===== config.mk =====
export PLATFORM = sky130hd
export DESIGN_NAME = fifo_rd_stream
export DESIGN_NICKNAME = d
export VERILOG_FILES = /design/src/rtl/fifo_rd_stream.sv
export SDC_FILE = /design/constraint.sdc
export NUM_CORES = 1
export LEC_CHECK = 0
export ABC_AREA = 1
export BUFFER_PORTS_ARGS = -buffer_cell sky130_fd_sc_hd__buf_2
export CAP_MARGIN = 20
export CORE_MARGIN = 2
export CORE_UTILIZATION = 42
export DETAILED_ROUTE_END_ITERATION = 8
export PLACE_DENSITY = 0.78
export REMOVE_ABC_BUFFERS = 1
export SYNTH_ARGS = -nofsm -noshare
export SYNTH_HDL_FRONTEND = slang
export SYNTH_SLANG_ARGS = --single-unit

===== constraint.sdc =====
create_clock -name rd_clk -period 2.3 [get_ports rd_clk]
set_input_delay 0.46 -clock rd_clk [delete_from_list [all_inputs] [get_ports rd_clk]]
set_output_delay 0.46 -clock rd_clk [all_outputs]
set_load 0.05 [all_outputs]

===== src/rtl/fifo_rd_stream.sv =====
// fifo_rd_stream: drains a FIFO read port into a registered valid/ready stream.
// A 2-entry skid buffer absorbs the FIFO read latency (0 or 1 cycle) so the
// stream sustains one word per cycle, and a line counter tags the last word of
// each image line.
module fifo_rd_stream #(
  parameter int DATA_WIDTH = 32,
  parameter int RD_LATENCY = 0,
  parameter int LINE_LEN   = 224,
  parameter int CNT_W      = 10
) (
  input  logic                  rd_clk,
  input  logic                  rd_rst_n,
  output logic                  fifo_rd_en,
  input  logic [DATA_WIDTH-1:0] fifo_rd_data,
  input  logic                  fifo_empty,
  output logic                  m_valid,
  input  logic                  m_ready,
  output logic [DATA_WIDTH-1:0] m_data,
  output logic                  m_last,
  output logic [CNT_W-1:0]      word_cnt
);

  localparam logic [CNT_W-1:0] LAST_IDX = CNT_W'(LINE_LEN - 1);

  logic [DATA_WIDTH-1:0] head_reg, head_next;
  logic [DATA_WIDTH-1:0] tail_reg, tail_next;
  logic [1:0]            buf_cnt_reg, buf_cnt_next;
  logic [CNT_W-1:0]      word_cnt_reg, word_cnt_next;
  logic                  inflight;
  logic                  push;
  logic                  pop;
  logic                  rd_en;
  logic [1:0]            occupancy;

  assign pop       = (buf_cnt_reg != 2'd0) & m_ready;
  // Words already owed to the buffer: stored ones plus a read still in flight.
  assign occupancy = buf_cnt_reg + {1'b0, inflight};
  // Issue a read only if the word is guaranteed a slot when it lands:
  // (occupancy - pop) < 2 is the same as "occupancy < 2, or a pop frees one".
  // Gated by reset so no read is lost while the buffer is being cleared.
  assign rd_en     = rd_rst_n & ~fifo_empty & (pop | (occupancy < 2'd2));

  if (RD_LATENCY == 0) begin : g_lat0
    // Data comes back in the same cycle, so a read is captured immediately.
    assign inflight = 1'b0;
    assign push     = rd_en;
  end else begin : g_lat1
    logic inflight_reg;

    // Remember a read issued this cycle; its data is captured on the next one.
    always_ff @(posedge rd_clk or negedge rd_rst_n) begin
      if (!rd_rst_n) begin
        inflight_reg <= 1'b0;
      end else begin
        inflight_reg <= rd_en;
      end
    end

    assign inflight = inflight_reg;
    assign push     = inflight_reg;
  end

  // Skid buffer update: head is the oldest word, tail the younger one.
  always_comb begin
    head_next    = head_reg;
    tail_next    = tail_reg;
    buf_cnt_next = buf_cnt_reg;
    case ({push, pop})
      2'b10: begin
        buf_cnt_next = buf_cnt_reg + 2'd1;
        if (buf_cnt_reg == 2'd0) begin
          head_next = fifo_rd_data;
        end else begin
          tail_next = fifo_rd_data;
        end
      end
      2'b01: begin
        buf_cnt_next = buf_cnt_reg - 2'd1;
        head_next    = tail_reg;
      end
      2'b11: begin
        // Count is unchanged; the new word lands behind whatever remains.
        if (buf_cnt_reg == 2'd1) begin
          head_next = fifo_rd_data;
        end else begin
          head_next = tail_reg;
          tail_next = fifo_rd_data;
        end
      end
      default: begin
      end
    endcase
  end

  // Position of the head word within its image line, advanced per pop.
  always_comb begin
    word_cnt_next = word_cnt_reg;
    if (pop) begin
      if (word_cnt_reg == LAST_IDX) begin
        word_cnt_next = '0;
      end else begin
        word_cnt_next = word_cnt_reg + CNT_W'(1);
      end
    end
  end

  // State registers; reset discards buffered words and restarts the line.
  always_ff @(posedge rd_clk or negedge rd_rst_n) begin
    if (!rd_rst_n) begin
      head_reg     <= '0;
      tail_reg     <= '0;
      buf_cnt_reg  <= 2'd0;
      word_cnt_reg <= '0;
    end else begin
      head_reg     <= head_next;
      tail_reg     <= tail_next;
      buf_cnt_reg  <= buf_cnt_next;
      word_cnt_reg <= word_cnt_next;
    end
  end

  assign fifo_rd_en = rd_en;
  assign m_valid    = (buf_cnt_reg != 2'd0);
  assign m_data     = head_reg;
  assign m_last     = (buf_cnt_reg != 2'd0) & (word_cnt_reg == LAST_IDX);
  assign word_cnt   = word_cnt_reg;

endmodule


==> results.cfg, run 1 <==
[yosys]
synthFlopType = dfrtp_1
synth.avg_cell_area_sq_um = 8.30
synth-seq-area-share_pct = 50.7
ys_top_cells_by_count = nand2_1 (123), dfrtp_1 (76), nand3_1 (62), o21ai_0 (57), inv_1 (48)
synthMostInstantiatedCell = nand2_1
syn_area_sq_mm = 0.00375
yosys.area.top_type = dfrtp_1
yosysUniqueCellTypes = 25
yosys_register_bits = 76
synthArstFlopShare_pct = 100
yosys.area.top_type_share_pct = 50.7
ys_warn_count = 0
synth_edf_count = 0
synth_cells = 452
synthTopCellsByArea = dfrtp_1 (51%), nand2_1 (12%), nand3_1 (8.3%)

[grt]
grt_pass1_vias = 3209
grtUsageTotal_pct = 19.0
antenna_found_initial = 0
grt_max_degree = 77
grt_first_pass_wirelength_um = 15000
overflow = 0

[place]
hpwl_um = 5790
place_inst = 628
placed_area_sq_mm = 0.00427
preCtsSetupSlack_ns = -0.121
gp_congestion = 0.857
portBuffers = 80

[power]
comb_power_share_pct = 50.0
p_sw_share_pct = 49.2
power_switching_mw = 3.27
ir_worst_vdd_mv = 0.616
power_frac_seq_pct = 34.6
intPower_mw = 3.37
power_density_mw_per_mm2 = 1460
p_leak_nw = 2.41
clkPwrFrac_pct = 15.5

[routing]
drc = 0
antenna_left = 0
firstDrtPassIters = 4
routed_via_density = 4.98
wl_per_cell_um = 13.7
route.final.wire_length_um = 8890
drt-initial-drc-count = 181
vias = 3234

[setup_path]
r2r-start = buf_cnt_reg[1]$_DFFE_PN0P_
r2r-end = m_data[1]$_DFFE_PN0P_
criticalPathCategory = register to primary output
cp-endpoint = m_last
end_kind = primary output
critical_path_required_ns = 1.84
cp-start-kind = register
cp-startpoint = word_cnt[1]$_DFFE_PN0P_
r2r_cells = 13
cp_max_fo = 5
worstPathArrival_ns = 1.72
r2r_setup_slack_ns = 0.18

[min_path]
min_from = fifo_rd_data[2]
hold_class = input pin to register

[die]
die_h_um = 98.5
die-area_sq_mm = 0.00971
start_util_pct = 43.3
rows = 34
core_sq_mm = 0.00868
ios = 81
fp.dieW_um = 98.5

[clock_tree]
cts_hold_buf = 0
clkTransAtPathRegs_ns = 0.09
cts.sinks = 76
clock_latency_ns = 0.34
h-tree-depth = 3
cts_made_buffers = 9
cts_root_buf = clkbuf_8
ctsLongestPathBuffers = 2
cts_tree = built

[status]
outcome = complete, no violations

[layout]
syn2layout_area_growth_pct = 21.6
antenna_cells = 0
final_cells = 650
drive_above_1_share_pct = 24.9
num-nets-final = 579
register_area_sq_mm = 0.00190
multi_input_area_sq_mm = 0.00154
final_cell_area_sq_mm = 0.00456
fillers = 852

[sta]
setup_viol = 0
finalWorstSetupSlack_ns = 0.121
worst_slew_pin_slew_ns = 0.944
final_hold_viol_count = 0
max_slew_margin_pct = 37.0
final_max_slew_viol_count = 0
max_freq_mhz = 459
layout_min_cycle_time_ns = 2.18
rsz0062_at_grt = no
period_share_pct = 94.8
finClkSkew_ns = 0.00807

[job]
cap_violations = 0
==> area by class of cell <==
type | count | area share [%]
multi-input combinational | 301 | 33.7
clock buffer | 9 | 2.71
inverter | 50 | 4.11
tap | 108 | 2.96
timing repair buffer | 99 | 13.2
clock inverter | 7 | 1.65
sequential | 76 | 41.7
==> worst max-delay path, stage by stage (launching register included) <==
cell,delay [ns]
dfrtp_1,0.40
ha_1,0.18
inv_1,0.07
nor2_1,0.11
nand3_1,0.19
nor2_1,0.15
buf_2,0.28
==> metrics by stage <==
step | setup TNS [ns] | power [mW] | util (%) | hold slack (ns)
after global placement | -0.00857 | 5.40 | 49.1 | 0.467
after CTS | 0 | 6.58 | 51.7 | 0.356
final | 0 | 6.64 | 52.6 | 0.374
after detailed placement | -2.50 | 5.50 | 49.1 | 0.477
after floorplan | -71.64 | 4.55 | - | 0.164
after global routing | 0 | 7.09 | 52.6 | 0.394
==> worst min path at each step <==
stage                                             to  slack, ns  depth (start not counted)
after floorplan           buf_cnt_reg[0]$_DFFE_PN0P_       0.16                          0
after global placement      tail_reg[28]$_DFFE_PN0P_       0.47                          2
after detailed placement    tail_reg[29]$_DFFE_PN0P_       0.48                          2
after CTS                    tail_reg[2]$_DFFE_PN0P_       0.36                          3
after global routing         tail_reg[4]$_DFFE_PN0P_       0.39                          3
final                        tail_reg[2]$_DFFE_PN0P_       0.37                          3
==> power groups by stage <==
stage / registers (mW) / clock network (mW) / logic (mW)
final: 2.30 / 1.03 / 3.32
after global routing: 2.37 / 1.11 / 3.62
after CTS: 2.29 / 1.06 / 3.23
after detailed placement: 2.32 / 0 / 3.19
after global placement: 2.28 / 0 / 3.11
after floorplan: 3.32 / 0 / 1.24
==> cells in the final DEF (no fill, tap or decap), drive strengths merged <==
master and n:
nand3 72, o21ai 67, clkbuf 9, a21oi 1, o211ai 1, o21bai 3
clkinvlp 3, nor3 3, clkinv 1, xnor2 4, nor2 14, xor2 1
dfrtp 76, bufinv 1, inv 52, nand4 3, buf 99, ha 6
nand2 126
==> cells by family after synthesis <==
logic type	synth area share [%]
compound gates	10.0
xor+xnor	1.17
fa+ha+maj	2.00
buf+inv	9.47
flops	50.7
simple gates	26.7
==> metal layers <==
| layer | up-vias | wire length, um | global-route usage [%] | share of wire [%] |
|---|---|---|---|---|
| li1 | 1623 | - | - | - |
| met1 | 1535 | 4320 | 26.1 | 49 |
| met2 | 72 | 4140 | 31.0 | 47 |
| met3 | 4 | 365 | 3.69 | 4.1 |
| met4 | 0 | 67 | 5.16 | 0.75 |
| met5 | - | 0 | 0 | 0 |
==> timing repair <==
item / in CTS / in global routing
endpoints found under the hold margin: 0 / 0
cloned: 1 / 0
endpoints found under the setup margin: 32 / 61
buffers inserted: 0 / 5
gates resized for setup: 1 / 6
pin swaps: 0 / 2
(Power assumes the default switching activity.)
==> inputs of run 2 (changes only) <==
Settings changed: CELL_PAD_IN_SITES_DETAIL_PLACEMENT set to 1, CELL_PAD_IN_SITES_GLOBAL_PLACEMENT set to 1, CORE_UTILIZATION 42 to 36, PLACE_DENSITY 0.78 to 0.87.
==> run 2 against run 1 <==
Compared with the run above: final cell count is 5.4% higher; via count increased by 9.0%; first-iteration DRC count decreased by 28%; combinational power up 9.3%; setup slack gained 0.017 ns; sequential cell count unchanged; global-route usage is 1.3 points higher; sequential share of layout area shrank 1.4 points; clock power decreased by 7%; hold slack worse by 0.026 ns; total power grew 4.1%; fmax increased by 0.79%; critical endpoint is now tail_reg[27]$_DFFE_PN0P_; largest power group unchanged.
==> results.cfg, run 2 (synthesized netlist as in run 1, its figures left out) <==
[place]
preCtsSetupSlack_ns = -0.319
place_inst = 656
portBuffers = 80
gp_congestion = 0.811
hpwl_um = 6910

[setup_path]
worst_path_max_delay_cell = dfrtp_1
critical-path-max-stage-delay_ns = 0.39
crit_path_frequent_cell = nand2_1
crit_chain = inv_1 -> ha_4 -> inv_2 -> nand2_4 -> buf_6 -> ha_1 -> nand2_1 -> o211ai_4 -> buf_12 -> nand2_1 -> o21ai_0
critical_path_required_ns = 2.59
cp-startpoint = buf_cnt_reg[0]$_DFFE_PN0P_
end_kind = register
worstPathArrival_ns = 2.45
cp-start-kind = register
r2r-start = buf_cnt_reg[0]$_DFFE_PN0P_
cp_max_fo = 40
criticalPathCategory = register to register

[grt]
overflow = 0
grtUsageTotal_pct = 20.3
grt_max_degree = 77
grt_first_pass_wirelength_um = 17900
antenna_found_initial = 0
grt_pass1_vias = 3642

[sta]
worst_slew_pin_slew_ns = 0.996
setup_viol = 0
finClkSkew_ns = 0.00469
whs_ns = 0.348
layout_min_cycle_time_ns = 2.16
max_slew_margin_pct = 33.6
final_max_slew_viol_count = 0
period_share_pct = 94.0
rsz0062_at_grt = no
final_hold_viol_count = 0
max_freq_mhz = 462
finalWorstSetupSlack_ns = 0.138

[routing]
antenna_left = 0
vias = 3525
wl_met1_um = 4980
firstDrtPassIters = 4
wl_per_cell_um = 16.8
route.final.wire_length_um = 11500
routed_via_density = 5.15
wl_met3_um = 553
routed.top_layer = met4
drc = 0
drt-initial-drc-count = 130
wl_met2_um = 5730

[min_path]
min_from = fifo_rd_data[8]
hold_class = input pin to register

[layout]
final_core_util_pct = 46.1
antenna_cells = 0
syn2layout_area_growth_pct = 25.8
most-common-layout-cells = nand2_1 (123), buf_2 (78), dfrtp_1 (76)
num-nets-final = 586
final_cells = 685
fillers = 1257
final_common_cell = nand2_1
drive_above_1_share_pct = 27.5

[power]
clkPwrFrac_pct = 13.8
power.total_mw = 6.91
power_frac_seq_pct = 33.6
p_sw_share_pct = 50.5
power_switching_mw = 3.49
intPower_mw = 3.42
ir_worst_vdd_mv = 0.514
p_leak_nw = 2.46
power_density_mw_per_mm2 = 1460
comb_power_share_pct = 52.6

[clock_tree]
cts_root_buf = clkbuf_8
cts_made_buffers = 9
clock_latency_ns = 0.37
ctsLongestPathBuffers = 2
cts_tree = built
clkTransAtPathRegs_ns = 0.08
cts.sinks = 76
h-tree-depth = 3

[die]
die_h_um = 106
fp.dieW_um = 106
core_sq_mm = 0.0102
die-area_sq_mm = 0.0113
start_util_pct = 36.7
ios = 81
rows = 37

[job]
cap_violations = 0

[status]
outcome = complete, no violations
## run 2: per-layer routing
metal  global-route usage [%]  vias up
li1                         -     1643
met1                     26.1     1768
met2                     34.2       95
met3                     3.25       19
met4                     7.89        0
met5                        0        -
## run 2: path summary, 6_finish.rpt
check | endpoint | slack, ns | cells past startpoint
worst max-delay path | tail_reg[27]$_DFFE_PN0P_ | 0.14 | 11
max in group asynchronous | tail_reg[22]$_DFFE_PN0P_ | 1.27 | 2
worst min-delay path | tail_reg[8]$_DFFE_PN0P_ | 0.35 | 3
worst max register to register | tail_reg[27]$_DFFE_PN0P_ | 0.14 | 11
worst min register to register | tail_reg[29]$_DFFE_PN0P_ | 0.50 | 2
min in group asynchronous | m_data[19]$_DFFE_PN0P_ | 0.38 | 2
## run 2: power by group through the flow
| stage | clock network [mW] | registers (mW) | logic (mW) |
|---|---|---|---|
| CTS | 0.974 | 2.32 | 3.42 |
| detailed placement | 0 | 2.33 | 3.27 |
| global placement | 0 | 2.31 | 3.15 |
| floorplan | 0 | 3.32 | 1.24 |
| global route | 1.02 | 2.40 | 3.92 |
| finish | 0.954 | 2.33 | 3.63 |
## run 2: critical path, delay by kind of cell (launching register included)
| kind | cells | cell delay [ns] |
|---|---|---|
| buffers and inverters | 4 | 0.71 |
| adder cells (fa/ha/maj) | 2 | 0.47 |
| flip-flops | 1 | 0.39 |
| AND/OR/NAND/NOR | 3 | 0.26 |
| AO/OA/AOI/OAI | 2 | 0.24 |
## run 2: timing repair
item,in CTS,in global routing
buffers inserted,5,4
pin swaps,2,3
endpoints found under the setup margin,64,66
hold buffers,0,0
gates resized for setup,3,23
gates cloned,1,3
## run 2: stage by stage
step,setup TNS [ns],instance area (sq um)
5_1_grt,0,4720
4_1_cts,0,4570
3_5_place_dp,-7.90,4300
6_report,0,4720
2_1_floorplan,-71.64,3590
3_3_place_gp,-0.226,4300
## run 2: area by class of cell
cell class / instances / area (sq um) / area share, %
clock buffer: 10 / 138 / 2.92
sequential: 76 / 1900 / 40.3
inverter: 50 / 188 / 3.98
clock inverter: 6 / 40.0 / 0.848
tap: 136 / 170 / 3.60
timing repair buffer: 106 / 713 / 15.1
multi-input combinational: 301 / 1570 / 33.3
